### config.mk
export PLATFORM = sky130hd
export DESIGN_NAME = cpu_cl_write_packer
export DESIGN_NICKNAME = d
export VERILOG_FILES = /design/src/rtl/cl_pack_pkg.sv /design/src/rtl/cl_out_reg.sv /design/src/rtl/cpu_cl_write_packer.sv
export SDC_FILE = /design/constraint.sdc
export NUM_CORES = 2
export LEC_CHECK = 0
export BUFFER_PORTS_ARGS = -buffer_cell sky130_fd_sc_hd__clkbuf_2
export CAP_MARGIN = 30
export CORE_ASPECT_RATIO = 1.75
export CORE_MARGIN = 8
export CORE_UTILIZATION = 40
export DETAILED_ROUTE_END_ITERATION = 6
export PLACE_DENSITY_LB_ADDON = 0.25
export SLEW_MARGIN = 20
export SYNTH_ARGS = -nofsm -noshare
export SYNTH_HDL_FRONTEND = slang
export SYNTH_SLANG_ARGS = --single-unit
### constraint.sdc
create_clock -name clk -period 4.92 [get_ports clk]
set_input_delay 0.246 -clock clk [delete_from_list [all_inputs] [get_ports clk]]
set_output_delay 0.246 -clock clk [all_outputs]
set_load 0.03 [all_outputs]
### src/rtl/cl_pack_pkg.sv
// Shared constants and state encoding for the CPU-to-DMA cache-line write packer.
package cl_pack_pkg;

  localparam int unsigned DEF_WORD_WIDTH = 32;
  localparam int unsigned DEF_CL_WIDTH   = 512;
  localparam int unsigned WORDS_PER_CL   = DEF_CL_WIDTH / DEF_WORD_WIDTH;
  localparam int unsigned WCNT_WIDTH     = $clog2(WORDS_PER_CL);

  typedef enum logic [1:0] {
    IDLE,
    BUSY,
    DRAIN,
    DONE
  } t_pack_state;

endpackage

### src/rtl/cl_out_reg.sv
// Cache-line holding register: loads a packed line and drains it to the DMA write FIFO.
module cl_out_reg #(
  parameter int unsigned Width = 512
) (
  input  logic             clk,
  input  logic             rst_n,
  input  logic             load,
  input  logic [Width-1:0] load_data,
  input  logic             dma_full,
  output logic             out_valid,
  output logic [Width-1:0] out_data,
  output logic             out_wr_en
);

  logic             valid_q;
  logic [Width-1:0] data_q;

  assign out_valid = valid_q;
  assign out_data  = data_q;
  assign out_wr_en = valid_q && !dma_full;

  // A load in the same cycle as a drain keeps the register occupied with the new line.
  always_ff @(posedge clk or negedge rst_n) begin
    if (!rst_n) begin
      valid_q <= 1'b0;
      data_q  <= '0;
    end else if (load) begin
      valid_q <= 1'b1;
      data_q  <= load_data;
    end else if (out_wr_en) begin
      valid_q <= 1'b0;
    end
  end

endmodule

### src/rtl/cpu_cl_write_packer.sv
// Packs the CPU's 32-bit word stream into zero-padded cache lines for the DMA write port.
module cpu_cl_write_packer
  import cl_pack_pkg::*;
#(
  parameter int unsigned WORD_WIDTH  = DEF_WORD_WIDTH,
  parameter int unsigned CL_WIDTH    = DEF_CL_WIDTH,
  parameter int unsigned COUNT_WIDTH = 32
) (
  input  logic                   clk,
  input  logic                   rst_n,
  input  logic                   start,
  input  logic [COUNT_WIDTH-1:0] num_words,
  output logic [COUNT_WIDTH-1:0] line_count,
  input  logic                   in_valid,
  input  logic [WORD_WIDTH-1:0]  in_data,
  output logic                   in_ready,
  input  logic                   dma_full,
  output logic                   out_wr_en,
  output logic [CL_WIDTH-1:0]    out_data,
  output logic                   out_valid,
  output logic                   busy,
  output logic                   done
);

  localparam int unsigned WordsPerCl = CL_WIDTH / WORD_WIDTH;
  localparam int unsigned WcntWidth  = $clog2(WordsPerCl);

  t_pack_state          state_q;
  logic [WcntWidth-1:0] wcnt_q;
  logic [COUNT_WIDTH-1:0] total_q;
  logic [COUNT_WIDTH-1:0] num_words_q;
  logic [COUNT_WIDTH-1:0] line_count_q;
  logic [CL_WIDTH-1:0]  acc_q;
  logic [CL_WIDTH-1:0]  line_d;
  logic [COUNT_WIDTH:0] line_sum;
  logic                 accept;
  logic                 last_word;
  logic                 line_done;

  assign in_ready   = (state_q == BUSY) && !(out_valid && dma_full);
  assign accept     = in_valid && in_ready;
  assign last_word  = (total_q == num_words_q - COUNT_WIDTH'(1));
  assign line_done  = accept && (last_word || (wcnt_q == WcntWidth'(WordsPerCl - 1)));
  // One extra bit so num_words near the counter maximum cannot wrap the rounding add.
  assign line_sum   = {1'b0, num_words} + (COUNT_WIDTH + 1)'(WordsPerCl - 1);
  assign line_count = line_count_q;
  assign busy       = (state_q == BUSY) || (state_q == DRAIN);
  assign done       = (state_q == DONE);

  // Accumulator with the incoming word merged at wcnt; slots above it are forced to zero.
  always_comb begin
    line_d = '0;
    for (int unsigned k = 0; k < WordsPerCl; k++) begin
      if (WcntWidth'(k) < wcnt_q) begin
        line_d[k*WORD_WIDTH +: WORD_WIDTH] = acc_q[k*WORD_WIDTH +: WORD_WIDTH];
      end else if (WcntWidth'(k) == wcnt_q) begin
        line_d[k*WORD_WIDTH +: WORD_WIDTH] = in_data;
      end
    end
  end

  always_ff @(posedge clk or negedge rst_n) begin
    if (!rst_n) begin
      state_q      <= IDLE;
      wcnt_q       <= '0;
      total_q      <= '0;
      num_words_q  <= '0;
      line_count_q <= '0;
      acc_q        <= '0;
    end else begin
      unique case (state_q)
        IDLE, DONE: begin
          if (start) begin
            num_words_q  <= num_words;
            line_count_q <= COUNT_WIDTH'(line_sum >> WcntWidth);
            wcnt_q       <= '0;
            total_q      <= '0;
            acc_q        <= '0;
            state_q      <= (num_words == '0) ? DONE : BUSY;
          end
        end
        BUSY: begin
          if (accept) begin
            total_q <= total_q + COUNT_WIDTH'(1);
            if (line_done) begin
              wcnt_q <= '0;
              acc_q  <= '0;
            end else begin
              wcnt_q <= wcnt_q + WcntWidth'(1);
              acc_q  <= line_d;
            end
            if (last_word) begin
              state_q <= DRAIN;
            end
          end
        end
        DRAIN: begin
          if (!out_valid || out_wr_en) begin
            state_q <= DONE;
          end
        end
        default: state_q <= IDLE;
      endcase
    end
  end

  cl_out_reg #(
    .Width(CL_WIDTH)
  ) u_out_reg (
    .clk      (clk),
    .rst_n    (rst_n),
    .load     (line_done),
    .load_data(line_d),
    .dma_full (dma_full),
    .out_valid(out_valid),
    .out_data (out_data),
    .out_wr_en(out_wr_en)
  );

endmodule

Word-level counts from Yosys, hierarchy flattened --
Cells that the tools add are included.
Word-level totals: register bits after elaboration 1124, input bits 69, output and inout port bits 549, word-level logic and storage cells 123
Cells by class: $add $sub $neg 4, order comparisons 16, equality and inequality tests 24, muxes and demuxes 51, reduce and logical (&&, ||, !) cells 20
Operators with widths (count):
- two-way mux 512 bit | 3
- two-way mux 32 bit | 34
- one-hot mux 512 bit (2 select lines) | 1
- one-hot mux 32 bit (2 select lines) | 1
- adder 32 x 4 -> 33 bit (second input constant) | 1
- adder 32 x 1 -> 32 bit (second input constant) | 1
- == test 32 bit | 1
- == test 4 bit (first input constant) | 8
- zero test 32 bit | 1
- less-than comparator 4 bit (first input constant) | 8
- subtractor 32 x 1 -> 32 bit (second input constant) | 1
- == test 3 x 4 -> 1 bit (first input constant) | 4
- less-than comparator 3 x 4 -> 1 bit (first input constant) | 4
- two-way mux 4 bit | 3
- two-way mux 2 bit | 5
- == test 2 x 4 -> 1 bit (first input constant) | 2
- less-than comparator 1 x 4 -> 1 bit (first input constant) | 2
- less-than comparator 2 x 4 -> 1 bit (first input constant) | 2
- one-hot mux 4 bit (2 select lines) | 1
- inequality test 2 bit (second input constant) | 3
- one-hot mux 2 bit (3 select lines) | 1
- logical AND 1 bit | 5
- adder 4 x 1 -> 4 bit (second input constant) | 1
- == test 1 x 4 -> 1 bit (first input constant) | 1
- other kinds (14) | 21

Logic depth before layout (Yosys ltp) --
word-level depth 8, mapped depth 14, mapped depth without buffers 10

Cells and area by module --
From an unflattened synthesis, not the netlist that was laid out.
Unflattened totals: cell total of the unflattened synthesis 3886, area, all modules 48836.8 µm²
Modules (own cells, without submodules):
- cpu_cl_write_packer | instances 1, cells an instance 2802, area an instance 29603.4 µm², seq. area each 14488.9 µm²
- cl_out_reg | instances 1, cells an instance 1084, area an instance 19233.4 µm², seq. area each 12837.3 µm²

Worst setup path after synthesis --
OpenSTA, ideal clock, no wires.
path type register -> register, start register num_words_q[11], end register u_out_reg.data_q[176] (netlist: u_out_reg.out_data[176]), library setup time 0.127 ns, data arrival time 3.888 ns, path slack 0.904 ns, stages on the path, launching flop included 13, cell sequence dfrtp_1 or4_4 or2_1 buf_2 or4_1 a2111o_1 or4_1 buf_2 a21oi_2 buf_6 buf_8 buf_6 mux2_1
On the way: cells in the longest elaborated chain, start to end 4
Ends and longest elaborated chain:
- start, declared | RTL line cpu_cl_write_packer.sv:31 | logic [COUNT_WIDTH-1:0] num_words_q;
- start signal, assigned | RTL line cpu_cl_write_packer.sv:74 | num_words_q <= num_words;
- subtractor 32 x 1 -> 32 bit | RTL line cpu_cl_write_packer.sv:42 | assign last_word = (total_q == num_words_q - COUNT_WIDTH'(1));
- == test 32 bit | RTL line cpu_cl_write_packer.sv:42
- logical OR 1 bit | RTL line cpu_cl_write_packer.sv:43 | assign line_done = accept && (last_word || (wcnt_q == WcntWidth'(WordsPerCl - 1)));
- logical AND 1 bit | RTL line cpu_cl_write_packer.sv:43
- end signal, assigned | RTL line cl_out_reg.sv:29 | data_q <= load_data;
- end, declared | RTL line cl_out_reg.sv:16 | logic [Width-1:0] data_q;
Every way passes these cells. A chain may end at the register's enable or synchronous reset.

Final worst setup path --
start register num_words_q[0], end register u_out_reg.data_q[222] (netlist: u_out_reg.out_data[222])
The elaborated chain is that of the path after synthesis.

==> out/results.ini <==
[setup_path]
slowest_stage = or4_4
critPathKind = reg -> reg
arrival_ns = 5.23
r2r_end = u_out_reg.out_data[222]
crit_start = num_words_q[0]
worstReg2RegStart = num_words_q[0]
crit_path_end_kind = register
crit_fanout = 64
rr_worst_depth = 10
rrSetupSlack_ns = 0.26
worst_path_largest_cell_delay_ns = 0.58
crit_top_cell = or4_4
crit_required_ns = 5.49
cp_num_buf_inv = 2
critPathTopFamily = simple AND/OR/NAND/NOR gates
worstPathCellList = or4_4 -> or4_1 -> a21oi_1 -> a2bb2o_1 -> or4_4 -> or4_4 -> a21oi_4 -> buf_12 -> buf_12 -> mux2_1
start_kind = register

[yosys]
yosysTopAreaCellShare_pct = 56.06
synth-simple-area-share_pct = 7.452
synth_mux_area_share_pct = 12.35
ys.warnings.count = 0
async_reset_ff_share_pct = 100.0
yosysSeqAreaShare_pct = 56.06
ys.flop_type = dfrtp_1
synth_largest_area_cell = dfrtp_1
synth_top_family_by_area = compound AO/OA/AOI/OAI gates
syn_inst = 4075
synth-compound-area-share_pct = 17.87
ys_ff_latch = 1092
synth_area_leaders = dfrtp_1, a22o_1, mux2_1
avgSynthCellArea_um2 = 11.96
synth_edf_count = 0
synthAdderAreaFrac_pct = 0.2310
synthDistinctLibCells = 65
netlist_area_mm2 = 0.04874
synth-xor-area-share_pct = 1.797

[global_routing]
overflow = 0
grt_pass1_wl_mm = 255.0
grt_max_degree = 139
grtUsageTotal_pct = 25.20
grt_pass1_vias = 37480
antenna_found_initial = 4

[floorplan]
fp.dieW_um = 279.9
io_pins = 618
core_mm2 = 0.1212
start_util_pct = 40.23
die_h_um = 477.8
placement_rows = 169
die-area_mm2 = 0.1337

[pwr]
seqPwrFrac_pct = 38.4
leakagePower_nw = 28.98
p_sw_mw = 10.47
internal-power_mw = 18.13
peakVddDrop_uv = 382.1
switching_share_pct = 36.60
combPwrFrac_pct = 32.2
p_per_area_mw_per_mm2 = 496.8
power_frac_clock_pct = 29.5

[sta]
clock.fmax_mhz = 214.6
grt_setup_unrepaired = no
worst_pin_slew_ns = 1.015
maxSlewHeadroom_pct = 32.32
fin_skew_ns = 0.01888
min_period_over_period_pct = 94.70
drv_slew = 0
setup_tns_ns = 0
fin_crit_ns = 4.659
hold_viol_final = 0
worst_slack_ns = 0.2610
finalSetupViolCount = 0

[clock_tree]
tritoncts = built
cts_buffers = 101
htreeDepth = 3
path_clk_slew_ns = 0.07
clockBufferDepth = 3
clock_latency_ns = 0.70
root_buffer = clkbuf_16
numClockSinks = 1092
postCtsSetupRepairBufs = 0
cts-resized-gates = 0

[route]
firstDrtPassIters = 5
vias = 36330
route.detailed.drc = 0
drt.antenna.violating_nets = 0
drt_iter0_drc = 2909
avgViaCountPerCell = 5.815
post_drt_wl_per_cell_um = 27.43
routed_wl_mm = 171.4

[placement]
hpwl_mm = 112.3
place_congestion = 0.8355
dp_cells = 6022
io_buffers = 614
preCtsSetupSlack_ns = 0.3241

[finish]
multi_input_area_mm2 = 0.01967
area_growth_syn_to_layout_pct = 18.11
instances_no_fill = 6248
final_cell_mix = dfrtp_1, a22o_1, clkbuf_2, nand2_1, mux2_1
final_common_cell = dfrtp_1
fillCellCount = 11060
final_nets = 4617
layout-drive-gt1-share_pct = 26.50
seq_area_mm2 = 0.02733

[worst_hold_path]
whs_path_depth = 3
hp-start = in_data[11]
min_to = acc_q[267]
hold_class = in -> reg

[run]
cap_violations = 0

[outcome]
status = completed

## layout make-up
type	instances	area share, %
Sequential cell	1092	47.47
Multi-Input combinational cell	2528	34.17
Timing Repair Buffer	795	8.572
Clock buffer	149	5.234
Tap cell	1624	3.530
Clock inverter	37	0.8781
Inverter	21	0.1369
Antenna cell	2	0.008694
## layer usage
metal	wire length, um	global-route usage [%]	vias to the layer above
met3	13030	6.019	270
met2	82210	41.69	1430
met4	6504	9.681	0
met5	0	0	-
li1	-	-	15840
met1	69620	31.75	18800
## metrics by stage
| stage | util [%] | area [um^2] | total power [mW] | hold slack [ns] |
|---|---|---|---|---|
| 4_1_cts | 47.45 | 57500 | 28.82 | 0.01066 |
| 5_1_grt | 47.51 | 57570 | 29.91 | 0.008033 |
| 3_5_place_dp | 44.26 | 53630 | 20.31 | 0.3414 |
| 3_3_place_gp | 44.16 | 53510 | 20.17 | 0.3542 |
| 6_report | 47.51 | 57570 | 28.60 | 0.05535 |
| 2_1_floorplan | - | 48750 | 16.85 | -0.04959 |
## synthesized netlist by cell type (all sizes together), types with 3 or more instances
master and number:
or4 11, mux2 476, nor3 21, or3 11, or2 3, a2bb2oi 33, nand3 149, xnor2 55
nand2b 7, o2bb2ai 92, mux2i 66, nor4b 3, a221o 32, xor2 45, nor4 26, buf 92
a21oi 9, nor2 75, o41ai 5, a22o 702, a211oi 3, a41o 8, o21ai 146, nand2 459
nor3b 3, clkbuf 344, dfrtp 1092, o31a 4, and2 4, ha 9, o31ai 8, and3 17
inv 21, nand4 19
## cells by family after synthesis
logic type / Yosys count
AO/OA/AOI/OAI: 1056
flip-flops: 1092
multiplexers: 542
XOR/XNOR: 100
adder cells (fa/ha/maj): 9
AND/OR/NAND/NOR: 818
buffers and inverters: 457
other: 1
## sequential cells by signal, summed over array words and instances (netlist names)
register,flops
u_out_reg.out_data,512
acc_q,480
num_words_q,32
total_q,32
line_count,29
wcnt_q,4
state_q,2
u_out_reg.out_valid,1
## how the worst max path moves through the flow
| stage | to | slack (ns) | cells after the start |
|---|---|---|---|
| 2_1_floorplan | u_out_reg.out_data[176] | 0.90 | 12 |
| 3_3_place_gp | u_out_reg.out_data[167] | 0.34 | 11 |
| 3_5_place_dp | u_out_reg.out_data[422] | 0.32 | 11 |
| 4_1_cts | u_out_reg.out_data[233] | 0.29 | 11 |
| 5_1_grt | u_out_reg.out_data[228] | 0.16 | 11 |
| 6_report | u_out_reg.out_data[222] | 0.26 | 10 |
## timing repair
item                                    CTS  global route
endpoints found under the setup margin    0             0
hold endpoints to repair                116             0
hold buffers                             35             0
## tightest hold or removal path, cell delays in order
cell       delay, ns
clkbuf_2        0.25
nand3_1         0.13
o2bb2ai_1       0.08
## power groups by stage
stage               logic [mW]  clock network [mW]  registers (mW)
finish                    9.20                8.43            11.0
global route              9.87                8.92            11.1
CTS                       9.25                8.61            11.0
detailed placement        9.21                   0            11.1
global placement          9.09                   0            11.1
floorplan                 5.10                   0            11.7
No activity file was read; power rests on OpenSTA's default activity.
